### config.mk
export PLATFORM = sky130hd
export DESIGN_NAME = console_fifo
export DESIGN_NICKNAME = d
export VERILOG_FILES = /design/src/rtl/console_fifo.sv
export SDC_FILE = /design/constraint.sdc
export NUM_CORES = 1
export LEC_CHECK = 0
export BUFFER_PORTS_ARGS = -buffer_cell sky130_fd_sc_hd__buf_2
export CAP_MARGIN = 20
export CELL_PAD_IN_SITES_DETAIL_PLACEMENT = 0
export CELL_PAD_IN_SITES_GLOBAL_PLACEMENT = 1
export CORE_MARGIN = 2
export CORE_UTILIZATION = 50
export DETAILED_ROUTE_END_ITERATION = 8
export PLACE_DENSITY_LB_ADDON = 0.1
export SLEW_MARGIN = 20
export SYNTH_ARGS = -nofsm -noshare
export SYNTH_HDL_FRONTEND = slang
export SYNTH_SLANG_ARGS = --single-unit
### constraint.sdc
create_clock -name clk -period 8.8 [get_ports clk]
set_clock_uncertainty 0.2 [all_clocks]
set_input_delay 0.44 -clock clk [delete_from_list [all_inputs] [get_ports clk]]
set_output_delay 0.44 -clock clk [all_outputs]
set_load 0.01 [all_outputs]
### src/rtl/console_fifo.sv
// Memory-mapped console output buffer: CPU bus writes queue bytes, host drains them as a valid/ready byte stream.
// Bus ack one cycle after the request is taken; full DATA writes stall (BLOCKING=1) or are dropped with a sticky flag.
module console_fifo #(
  parameter int          DEPTH       = 16,
  parameter logic [31:0] ADDR_DATA   = 32'h1000_0000,
  parameter logic [31:0] ADDR_STATUS = 32'h1000_0004,
  parameter int          BLOCKING    = 1
) (
  input  logic                     clk,
  input  logic                     resetn,
  input  logic                     mem_valid,
  input  logic [31:0]              mem_addr,
  input  logic [31:0]              mem_wdata,
  input  logic [3:0]               mem_wstrb,
  output logic                     sel,
  output logic                     mem_ready,
  output logic [31:0]              mem_rdata,
  output logic                     out_valid,
  output logic [7:0]               out_data,
  input  logic                     out_ready,
  output logic [$clog2(DEPTH):0]   count
);

  localparam int AW = $clog2(DEPTH);
  localparam int CW = AW + 1;

  typedef enum logic {IDLE, RESP} state_t;

  state_t          state;
  logic [7:0]      buffer [DEPTH];
  logic [AW-1:0]   wr_ptr;
  logic [AW-1:0]   rd_ptr;
  logic            dropped;

  logic            hit_data;
  logic            hit_status;
  logic            is_write;
  logic            full;
  logic            empty;
  logic            accept;
  logic            start;
  logic            do_push;
  logic            do_pop;
  logic [31:0]     status_word;
  logic            unused_wdata;

  assign hit_data   = (mem_addr == ADDR_DATA);
  assign hit_status = (mem_addr == ADDR_STATUS);
  assign is_write   = |mem_wstrb;
  assign sel        = mem_valid && (hit_data || hit_status);

  assign full  = (count == CW'(DEPTH));
  assign empty = (count == '0);

  // Only a DATA write in blocking mode waits for room; the check uses registered count.
  assign accept  = sel && (!is_write || hit_status || (BLOCKING == 0) || !full);
  assign start   = (state == IDLE) && accept;
  assign do_push = start && is_write && hit_data && mem_wstrb[0] && !full;
  assign do_pop  = !empty && out_ready;

  assign out_valid = !empty;
  assign out_data  = buffer[rd_ptr];

  assign status_word  = {dropped, 13'd0, empty, full, {(16-CW){1'b0}}, count};
  assign unused_wdata = ^mem_wdata[30:8];

  always_ff @(posedge clk) begin
    if (!resetn) begin
      state     <= IDLE;
      mem_ready <= 1'b0;
      mem_rdata <= '0;
      dropped   <= 1'b0;
    end else begin
      case (state)
        IDLE: begin
          if (accept) begin
            state     <= RESP;
            mem_ready <= 1'b1;
            mem_rdata <= (!is_write && hit_status) ? status_word : '0;
            if (is_write && hit_data && mem_wstrb[0] && full)
              dropped <= 1'b1;
            if (is_write && hit_status && mem_wdata[31])
              dropped <= 1'b0;
          end
        end
        RESP: begin
          state     <= IDLE;
          mem_ready <= 1'b0;
          mem_rdata <= '0;
        end
      endcase
    end
  end

  always_ff @(posedge clk) begin
    if (!resetn) begin
      wr_ptr <= '0;
      rd_ptr <= '0;
      count  <= '0;
    end else begin
      if (do_push) wr_ptr <= wr_ptr + 1'b1;
      if (do_pop)  rd_ptr <= rd_ptr + 1'b1;
      if (do_push && !do_pop)
        count <= count + 1'b1;
      else if (do_pop && !do_push)
        count <= count - 1'b1;
    end
  end

  // Storage is deliberately left unreset; occupancy alone decides what is valid.
  always_ff @(posedge clk) begin
    if (do_push) buffer[wr_ptr] <= mem_wdata[7:0];
  end

  always_ff @(posedge clk) begin
    if (resetn) assert (count <= CW'(DEPTH));
  end

endmodule

After elaboration in Yosys (flattened, before gate mapping)
Memory sizes are Yosys's and may differ from the RTL's. A register that Yosys moved wholly into a read port is not among the register bits.
Index checks and enable logic that the tools add are counted.
{"block": "totals", "register_bits": 48, "ram_bits": 128, "inputBits": 72, "memories": 1, "word_cells": 61, "out_inout_bits": 48}
{"block": "classes", "addsub": 4, "n_mux": 15, "n_reduce_logical": 29, "bitwise_logic": 1, "eq_ne": 4}
{"memory": "buffer", "words": 16, "width": 8, "rd": 1, "rd_ports_with_merged_regs": 1, "wr": 1, "line_no": "30", "text": "logic [7:0] buffer [DEPTH];"}
{"cell": "32-bit by 29-bit == test with 1-bit output (second input constant)", "count": 2}
{"cell": "32-bit 2-to-1 mux", "count": 2}
{"cell": "32-bit case mux with 2 select lines", "count": 1}
{"cell": "1-bit logical AND", "count": 16}
{"cell": "5-bit 2-to-1 mux", "count": 2}
{"cell": "4-bit by 1-bit adder with 4-bit output (second input constant)", "count": 2}
{"cell": "4-bit 2-to-1 mux", "count": 2}
{"cell": "1-bit 2-to-1 mux", "count": 6}
{"cell": "5-bit by 1-bit adder with 5-bit output (second input constant)", "count": 1}
{"cell": "5-bit == test (second input constant)", "count": 1}
{"cell": "1-bit logical NOT", "count": 5}
{"cell": "5-bit logical NOT", "count": 1}
{"cell": "5-bit by 1-bit subtractor with 5-bit output (second input constant)", "count": 1}
{"cell": "1-bit case mux with 2 select lines", "count": 2}
{"cell": "2-bit nonzero test", "count": 2}
{"cell": "4-bit OR reduction", "count": 1}
{"cell": "1-bit logical OR", "count": 3}
{"cell": "3-bit AND reduction", "count": 1}
{"cell": "2-bit != test (second input constant)", "count": 1}
{"cell": "1-bit NOT", "count": 1}

Logic depth before layout (Yosys ltp)
Gate-level depths: netlist of run 1.
{"block": "logic_depth", "depth_word": 14, "ltp_mapped": 13, "ltp_nobuf": 12}

Worst setup path after synthesis of run 1
No wires, ideal clock.
{"block": "synth_timing", "kind": "flip-flop to flip-flop", "startpoint": "reg count[0]", "endpoint": "reg count[4]", "t_arrival_ns": 2.869, "t_required_ns": 8.528, "synth_period_minus_slack_ns": 3.140, "setup_slack_ns": 5.660, "path_buffers": 1, "setup_ns": 0.072, "stages_incl_launch_ff": 13, "path_cell_list": "dfxtp_1 -> nor4_1 -> a2111oi_0 -> or3b_1 -> buf_6 -> inv_1 -> ha_1 -> inv_1 -> ha_1 -> a21o_1 -> a21oi_1 -> mux2i_1 -> mux2i_1"}
{"block": "synth_between", "elab_chain_cells": 12, "word_cells_on_any_way": 21, "cone_classes": "2 x add/sub; 1 x eq/ne; 2 x mux; 16 x reduce/logical"}
{"element": "start, declared", "line_no": "21", "text": "output logic [$clog2(DEPTH):0] count"}
{"element": "start signal, assigned", "line_no": "104", "text": "count <= count + 1'b1;"}
{"element": "start signal, assigned", "line_no": "106", "text": "count <= count - 1'b1;"}
{"element": "5-bit == test *", "line_no": "52", "text": "assign full = (count == CW'(DEPTH));"}
{"element": "1-bit logical NOT *", "line_no": "56, 58"}
{"element": "1-bit logical OR", "line_no": "56", "text": "assign accept = sel && (!is_write || hit_status || (BLOCKING == 0) || !full);"}
{"element": "1-bit logical AND", "line_no": "56"}
{"element": "1-bit logical AND", "line_no": "57", "text": "assign start = (state == IDLE) && accept;"}
{"element": "1-bit logical AND (3 in series)", "line_no": "58", "text": "assign do_push = start && is_write && hit_data && mem_wstrb[0] && !full;"}
{"element": "1-bit logical AND *", "line_no": "58"}
{"element": "via do_push", "line_no": "42", "text": "logic do_push;"}
{"element": "1-bit logical NOT", "line_no": "105", "text": "else if (do_pop && !do_push)"}
{"element": "1-bit logical AND", "line_no": "105"}
{"element": "2-bit nonzero test (no source line)"}
The timed path passes the listed nets; every way through them passes the cells marked *. The select of a mux whose other input is x is not followed.
A chain may end at the register's enable or synchronous reset.

Worst setup path after layout of run 1
Same ends and word-level chain as after synthesis.

==> impl_metrics.json, run 1 <==
{
  "clkTransAtPathRegs_ps": 60,
  "routabilityCongestion": 0.742,
  "post-route-util_pct": 59.2,
  "numPortBuffers": 72,
  "setup_tns_ps": 0,
  "rows": 41,
  "irDropWorstVdd_uv": 84.4,
  "antennaDiodeCount": 0,
  "dieWidth_um": 117,
  "fin_crit_ps": 3670,
  "clk_latency_ps": 420,
  "critPathKind": "reg2reg",
  "ys_warn_count": 0,
  "yosys.cell_types.count": 39,
  "slowest_stage": "or3b_1",
  "syn_to_final_growth_pct": 16.4,
  "grt_pass1_vias": 3367,
  "syn_area_mm2": 0.00639,
  "critPathMaxFanout": 11,
  "final_cell_mix": "edfxtp_1, buf_2, mux4_2, dfxtp_1, conb_1",
  "cts_hold_buf": 0,
  "first_pass_iters": 4,
  "setup_viol": 0,
  "drc": 0,
  "hpwlAfterDp_um": 7780,
  "cts_sinks": 156,
  "cts_tree": "done",
  "fin_nets": 531,
  "cts.repair.resized": 0,
  "detail_route.wl_per_cell_um": 19.7,
  "floorplan.initialDensity_pct": 50.9,
  "ys_seq_elements": 156,
  "syn_inst": 368,
  "fin_crit_sh_pct": 41.7,
  "clockBufferDepth": 2,
  "fp.dieH_um": 117,
  "drv_slew": 0,
  "rsz0062_at_grt": "no",
  "end_kind": "register",
  "p_leak_nw": 2.61,
  "fillers": 945,
  "async_reset_ff_share_pct": 0,
  "ios": 120,
  "min_path_type": "in2reg",
  "wirelength_um": 12400,
  "grt_util_all_layers_pct": 20.2,
  "max_slew_margin_pct": 28.2,
  "antenna_found_initial": 0,
  "die-area_mm2": 0.0137,
  "startpoint_type": "register",
  "num_vias": 3360,
  "synth_flop_cell": "edfxtp_1",
  "cts.root.buffer_cell": "clkbuf_16",
  "final_layout_size_suffix_gt1_share_pct": 32.6,
  "drt-initial-drc-count": 224,
  "worstPathRequired_ps": 8950,
  "core_area_mm2": 0.0126,
  "grt_pass1_wl_um": 18800,
  "overflow": 0,
  "final_hold_viol_count": 0,
  "synth_top_area_share_pct": 60.1,
  "seq_area_frac_synth_pct": 68.9,
  "ctsHtreeMaxLevel": 4,
  "ant_nets": 0,
  "cts_setup_buffers": 0,
  "yosys.area.top_type": "edfxtp_1",
  "layout_commonest_cell": "edfxtp_1",
  "synth-edff-count": 128,
  "worst_pin_slew_ps": 1070,
  "max_cap_viol_count": 0,
  "slowest_delay_ps": 610,
  "worst_ep_arrival_time_ps": 3820,
  "grt_max_degree": 33,
  "p_per_area_mw_per_mm2": 205,
  "crit_chain": "nor4_1 -> a2111oi_0 -> or3b_1 -> inv_1 -> ha_1 -> inv_1 -> ha_1 -> a21o_1 -> a21oi_1 -> mux2i_1 -> mux2i_1",
  "synth.area.top_cells": "edfxtp_1, mux4_2, dfxtp_1",
  "cts_buffers": 17,
  "run_status": "finished, final reports clean",
  "avgSynthCellArea_um2": 17.4,
  "ff2ff_setup_slack_ps": 5130,
  "max_clock_freq_mhz": 273,
  "vias_per_cell": 5.32
}
-- cells by family (layout without fill, tap and decap cells) --
logic type / Yosys count / in the layout / synth area share [%]
compound gates: 24 / 24 / 2.50
mux: 43 / 43 / 14.6
fa+ha+maj: 11 / 11 / 2.27
xor+xnor: 7 / 7 / 0.959
simple gates: 70 / 70 / 5.89
buf+inv: 56 / 125 / 4.87
other cells: 1 / 24 / 0.0587
flops: 156 / 156 / 68.9
-- final cells by class --
type,instances,area (µm²),area share [%]
repair buffers,78,405,5.45
well taps,172,215,2.89
clock inverters,13,131,1.77
inverters,16,60.1,0.807
flip-flops and latches,156,4410,59.2
clock buffers,18,429,5.77
multi-input cells,179,1800,24.1
-- Yosys cell counts, types with 2 or more instances --
cell,number
mux4_2,40
clkbuf_1,10
or3_1,2
buf_2,3
buf_4,24
ha_1,10
inv_1,16
or4_1,2
a21oi_1,11
buf_1,2
nor4b_1,2
and2_1,4
o21ai_0,2
nor4_1,11
nand2b_1,2
dfxtp_1,28
nand4_1,3
nand3_1,3
xnor2_1,2
mux2i_1,3
nor2_1,24
nand2_1,9
xor2_1,5
and3_1,2
edfxtp_1,128
a22o_1,7
-- per-layer routing --
layer / share of wire [%] / GRT usage [%] / vias to the layer above
met2: 50 / 33.2 / 125
met3: 5.8 / 5.20 / 23
met1: 42 / 25.4 / 1659
met4: 2.2 / 9.10 / 0
li1: - / - / 1553
met5: 0 / 0 / -
-- stage by stage --
stage                     hold slack, ps  power, mW  setup WS [ps]  cells  cell area (µm²)
after floorplan                      208      0.829           5660    391             6480
after global placement               218      0.838           5130    601             6880
after detailed placement             220      0.839           5080    601             6880
after CTS                           85.1       1.54           5070    632             7440
after global routing                 116       1.57           4800    632             7440
final                                101       1.52           5130    632             7440
-- worst paths after layout --
path | endpoint | startpoint | cells past startpoint
max | count[4] | count[0] | 11
max reg2reg | count[4] | count[0] | 11
min reg2reg | dropped | dropped | 2
min | dropped | resetn | 3
-- flip-flops by register name, summed over array words and instances, names as in the netlist, named ones only --
name / flops
buffer: 128
count: 5
dropped: 1
mem_rdata: 8
mem_ready: 1
rd_ptr: 4
state: 1
wr_ptr: 4
-- power by group --
group	leakage [nW]	switching (mW)	total (mW)	internal [mW]
registers	1.38	0.00000000177	0.797	0.797
clock network	0.276	0.265	0.700	0.435
logic	0.963	0.0173	0.0260	0.00874
-- critical path, delay by kind of cell, from the launching register on --
family | cells | cell delay, ps
simple gates | 2 | 750
fa+ha+maj | 2 | 560
flops | 1 | 450
buf+inv | 2 | 390
mux | 2 | 460
compound gates | 3 | 780
Power figures use the tool's default switching activity.
==> run 2: changes to the inputs <==
- CORE_UTILIZATION: 50 -> 46
- clock period: 8.8 -> 3.8 ns (I/O delays scaled with it)
==> run 2 against run 1 <==
  * Sequential cell count is the same
  * Worst hold slack got worse by 62 ps
  * Fmax increased by 9.6%
  * Largest cell class unchanged
  * Wire length up 1.2%
==> impl_metrics.json, run 2 (synthesized netlist as in run 1, its figures left out) <==
{
  "run_status": "finished, final reports clean",
  "cts.root.buffer_cell": "clkbuf_16",
  "startpoint_type": "register",
  "p_leak_nw": 2.70,
  "cts_buffers": 17,
  "fin_nets": 552,
  "worstPathRequired_ps": 3950,
  "largest_register_ffs": 128,
  "min_path_type": "in2reg",
  "syn_to_final_growth_pct": 19.8,
  "worst_ep_arrival_time_ps": 3500,
  "overflow": 0,
  "grt_pass1_vias": 3554,
  "final_hold_viol_count": 0,
  "numPortBuffers": 72,
  "startpoint": "count[0]",
  "fp.dieH_um": 122,
  "critPathKind": "reg2reg",
  "vias_per_cell": 5.17,
  "ant_nets": 0,
  "die-area_mm2": 0.0149,
  "largest-register": "buffer",
  "rsz0062_at_grt": "no",
  "top_regs": "buffer x128, mem_rdata x8, count x5",
  "dp_cells": 619,
  "wirelength_um": 12600,
  "worst_pin_slew_ps": 696,
  "p_comb_share_pct": 1.9,
  "fillers": 1112,
  "core_area_mm2": 0.0137,
  "layout_commonest_cell": "edfxtp_1",
  "switching_power_uw": 713,
  "fin_crit_sh_pct": 88.1,
  "antennaDiodeCount": 0,
  "instances_no_fill": 662,
  "rows": 43,
  "max_cap_viol_count": 0,
  "num_vias": 3422,
  "routabilityCongestion": 0.700,
  "worstReg2RegStart": "count[0]",
  "grt_max_degree": 33,
  "switching_share_pct": 20.1,
  "fin_crit_ps": 3350,
  "final_layout_size_suffix_gt1_share_pct": 33.8,
  "setup_viol": 0,
  "p_seq_share_pct": 52.0,
  "grt_util_all_layers_pct": 18.4,
  "end_kind": "register",
  "reg2reg_to": "count[4]",
  "clkTransAtPathRegs_ps": 60,
  "hpwlAfterDp_um": 8040,
  "cts_sinks": 156,
  "final_cell_mix": "edfxtp_1, buf_2, mux4_2, dfxtp_1",
  "first_pass_iters": 4,
  "clk_latency_ps": 420,
  "clkPwrFrac_pct": 46.1,
  "grt_pass1_wl_um": 19400,
  "max_slew_margin_pct": 53.5,
  "min_path_cells": 4,
  "detail_route.wl_per_cell_um": 19.0,
  "max_clock_freq_mhz": 299,
  "p_int_mw": 2.84,
  "critPathMaxFanout": 7,
  "antenna_found_initial": 0,
  "cts_tree": "done",
  "dieWidth_um": 122,
  "ctsHtreeMaxLevel": 4,
  "p_per_area_mw_per_mm2": 464,
  "cts_setup_buffers": 0,
  "floorplan.initialDensity_pct": 46.6,
  "drt-initial-drc-count": 278,
  "rr_worst_depth": 11,
  "drc": 0,
  "ff2ff_setup_slack_ps": 450,
  "ios": 120,
  "irDropWorstVdd_uv": 344,
  "hold_start": "out_ready",
  "setup_tns_ps": 0,
  "clockBufferDepth": 2,
  "drv_slew": 0,
  "cts.repair.resized": 0
}
-- run 2: cell count changes in the layout (fill, tap and decap cells not counted), sizes merged --
cell / change
dlygate4sd3: +11
buf: +10
clkinvlp: +6
clkinv: -5
bufinv: -1
inv: +1
-- run 2: worst max-delay path by stage --
stage / slack [ps] / to / cells past startpoint
final: 450 / count[4] / 11
after floorplan: 660 / count[4] / 12
after global routing: 100 / count[4] / 11
after detailed placement: 410 / count[4] / 11
after CTS: 380 / count[4] / 11
after global placement: 400 / count[4] / 11
-- run 2: power groups by stage --
stage | logic, mW | registers (mW) | clock network [mW]
floorplan | 0.0356 | 1.88 | 0
global placement | 0.0577 | 1.88 | 0
detailed placement | 0.0607 | 1.88 | 0
CTS | 0.0683 | 1.85 | 1.66
global route | 0.0772 | 1.84 | 1.74
finish | 0.0680 | 1.85 | 1.64
-- run 2: metrics by stage --
step	setup WS (ps)	instance area [µm²]	hold WS (ps)	utilization [%]	power [mW]
global route	97.7	7660	73.8	55.8	3.66
global placement	404	6970	227	50.8	1.94
detailed placement	409	6970	223	50.8	1.94
floorplan	660	6480	88.9	-	1.92
CTS	383	7660	28.1	55.8	3.58
finish	454	7660	39.2	55.8	3.55
-- run 2: repair_timing --
item | CTS | global route
hold buffers | 11 | 0
setup endpoints to repair | 0 | 0
hold endpoints to repair | 132 | 0
-- run 2: routing by layer --
layer,GRT usage [%],routed length [µm]
met1,23.9,5450
met2,30.9,6380
met3,4.96,667
met4,4.38,86
met5,0,0
-- run 2: worst max-delay path, cell delays in order (launching register included) --
cell and delay, ps:
dfxtp_1 470, nor4_1 140, a2111oi_0 390, or3b_1 400
inv_1 190, ha_1 260, inv_1 120, ha_1 310
a21o_1 180, a21oi_1 170, mux2i_1 230, mux2i_1 190
-- run 2: area by class of cell --
cell class                 instances  area (µm²)  area share, %
sequential                       156        4410           57.5
multi-input combinational        179        1790           23.4
timing repair buffer              99         603           7.87
clock buffer                      18         429           5.60
tap                              180         225           2.94
clock inverter                    14         148           1.93
inverter                          16        60.1          0.784
==> run 3: changes to the inputs <==
- clock period: 3.8 -> 3.13 ns (I/O delays scaled with it)
==> run 3 against run 2 <==
  * Via count increased by 3.0%
  * Utilization increased by 1.6 points
  * Largest cell class unchanged
  * Total power increased by 23%
  * Count of clock-buffer cells in the layout increased by 9
  * Worst hold slack got worse by 13 ps
  * Sequential share of layout area decreased by 1.6 points
  * Die area unchanged
  * Final area increased by 2.9%
  * Global-route usage increased by 0.94 points
  * Sequential cell count unchanged
  * Clock power increased by 25%
  * Sequential power increased by 21%
==> impl_metrics.json, run 3 (synthesized netlist as in run 1, its figures left out) <==
{
  "switching_power_uw": 815,
  "final_cell_mix": "edfxtp_1, buf_2, mux4_2, buf_4",
  "multiInputGateArea_mm2": 0.00181,
  "run_status": "finished, final reports clean",
  "hpwlAfterDp_um": 8710,
  "drt-initial-drc-count": 252,
  "dieWidth_um": 122,
  "clockBufferDepth": 2,
  "p_per_area_mw_per_mm2": 555,
  "clkPwrFrac_pct": 46.9,
  "core_area_mm2": 0.0137,
  "rows": 43,
  "ios": 120,
  "first_pass_iters": 4,
  "cts_sinks": 156,
  "slowest_delay_ps": 430,
  "fillers": 1107,
  "cts_buffers": 17,
  "irDropWorstVdd_uv": 420,
  "worst_ep_arrival_time_ps": 3060,
  "rr_worst_depth": 11,
  "placed_cell_area_mm2": 0.00715,
  "switching_share_pct": 18.6,
  "worstPathRequired_ps": 3270,
  "worstReg2RegStart": "count[2]",
  "num_vias": 3526,
  "floorplan.initialDensity_pct": 46.6,
  "critPathMaxFanout": 3,
  "fin_nets": 575,
  "ant_nets": 0,
  "cts.root.buffer_cell": "clkbuf_16",
  "regArea_mm2": 0.00441,
  "largest-register": "buffer",
  "routabilityCongestion": 0.803,
  "final_area_mm2": 0.00788,
  "drv_slew": 0,
  "p_comb_share_pct": 1.9,
  "ctsHtreeMaxLevel": 4,
  "clkTransAtPathRegs_ps": 60,
  "largest_register_ffs": 128,
  "layout_commonest_cell": "edfxtp_1",
  "crit_path_end": "count[4]",
  "max_slew_margin_pct": 55.0,
  "vias_per_cell": 5.15,
  "fp.dieH_um": 122,
  "top_regs": "buffer x128, mem_rdata x8, count x5",
  "postLayoutSetupSlackWorst_ps": 213,
  "grt_pass1_vias": 3626,
  "startpoint": "count[2]",
  "p_leak_nw": 2.87,
  "fin_crit_ps": 2920,
  "max_cap_viol_count": 0,
  "slowest_stage": "or3b_4",
  "grt_util_all_layers_pct": 19.3,
  "antenna_found_initial": 0,
  "detail_route.wl_per_cell_um": 19.2,
  "dp_worst_setup_slack_ps": -40.6,
  "critPathKind": "reg2reg",
  "end_kind": "register",
  "cts_setup_buffers": 0,
  "overflow": 0,
  "syn_to_final_growth_pct": 23.3,
  "reg2reg_to": "count[4]",
  "grt_max_degree": 33,
  "fin_crit_sh_pct": 93.2,
  "wirelength_um": 13200,
  "grt_pass1_wl_um": 20300,
  "p_seq_share_pct": 51.2,
  "p_int_mw": 3.56,
  "cts_tree": "done",
  "min_path_type": "in2reg",
  "drc": 0,
  "final_layout_size_suffix_gt1_share_pct": 38.2,
  "final_hold_viol_count": 0,
  "ff2ff_setup_slack_ps": 210,
  "antennaDiodeCount": 0,
  "startpoint_type": "register",
  "crit_chain": "nor4_2 -> a2111oi_2 -> or3b_4 -> inv_2 -> ha_1 -> inv_1 -> ha_1 -> a21o_1 -> a21oi_2 -> mux2i_1 -> mux2i_1",
  "max_clock_freq_mhz": 343,
  "rsz0062_at_grt": "no",
  "setup_viol": 0,
  "numPortBuffers": 72,
  "die-area_mm2": 0.0149,
  "clk_latency_ps": 410,
  "worst_pin_slew_ps": 675
}
## run 3: changes by cell type in the layout (fill, tap and decap cells not counted), sizes merged
cell / previous run / this run
clkbuf: 18 / 27
clkinvlp: 6 / 0
bufinv: 2 / 1
buf: 88 / 111
inv: 17 / 16
clkinv: 5 / 4
## run 3: final cells by class
| type | count | area share (%) |
|---|---|---|
| flip-flops and latches | 156 | 55.9 |
| well taps | 180 | 2.86 |
| multi-input cells | 179 | 22.9 |
| inverters | 16 | 0.762 |
| clock inverters | 5 | 0.683 |
| clock buffers | 27 | 6.98 |
| repair buffers | 122 | 9.84 |
## run 3: per-layer routing
layer  GRT usage, %  wire length, µm  vias up
li1               -                -     1639
met1           25.5             5850     1758
met2           32.8             6630      120
met3           4.68              608        9
met4           4.09               85        0
met5              0                0        -
## run 3: metrics by stage
| step | power (mW) | setup TNS [ps] | cells | utilization [%] | hold WS (ps) |
|---|---|---|---|---|---|
| floorplan | 2.33 | 0 | 391 | - | 55.4 |
| global placement | 2.36 | 0 | 642 | 52.1 | 223 |
| detailed placement | 2.36 | -40.6 | 642 | 52.1 | 231 |
| CTS | 4.41 | 0 | 685 | 57.3 | 16.7 |
| global route | 4.50 | 0 | 685 | 57.5 | 81.2 |
| finish | 4.38 | 0 | 685 | 57.5 | 26.4 |
## run 3: how the worst min path moves through the flow
stage | startpoint | end | slack (ps) | cells after the start
3_5_place_dp | dropped | dropped | 230 | 2
2_1_floorplan | mem_wdata[0] | buffer[0][0] | 60 | 0
3_3_place_gp | dropped | dropped | 220 | 2
6_report | out_ready | rd_ptr[1] | 30 | 5
4_1_cts | mem_addr[17] | state | 20 | 6
5_1_grt | out_ready | rd_ptr[1] | 80 | 5
## run 3: what timing repair did
action / in CTS / in global routing
endpoints found under the setup margin: 1 / 1
hold buffers: 11 / 0
pin swaps: 1 / 1
gates resized for setup: 1 / 7
hold endpoints to repair: 133 / 0
## run 3: power by group through the flow
stage | Clock, mW | Combinational [mW] | Sequential (mW)
CTS | 2.08 | 0.0837 | 2.24
floorplan | 0 | 0.0432 | 2.29
global route | 2.16 | 0.0950 | 2.24
global placement | 0 | 0.0704 | 2.29
finish | 2.05 | 0.0842 | 2.24
detailed placement | 0 | 0.0736 | 2.29
## run 3: worst max-delay path, delay by kind of cell (launching register included)
| kind | cells | cell delay (ps) |
|---|---|---|
| adder cells (fa/ha/maj) | 2 | 460 |
| flip-flops | 1 | 350 |
| buffers and inverters | 2 | 170 |
| multiplexers | 2 | 470 |
| AND/OR/NAND/NOR | 2 | 490 |
| AO/OA/AOI/OAI | 3 | 720 |
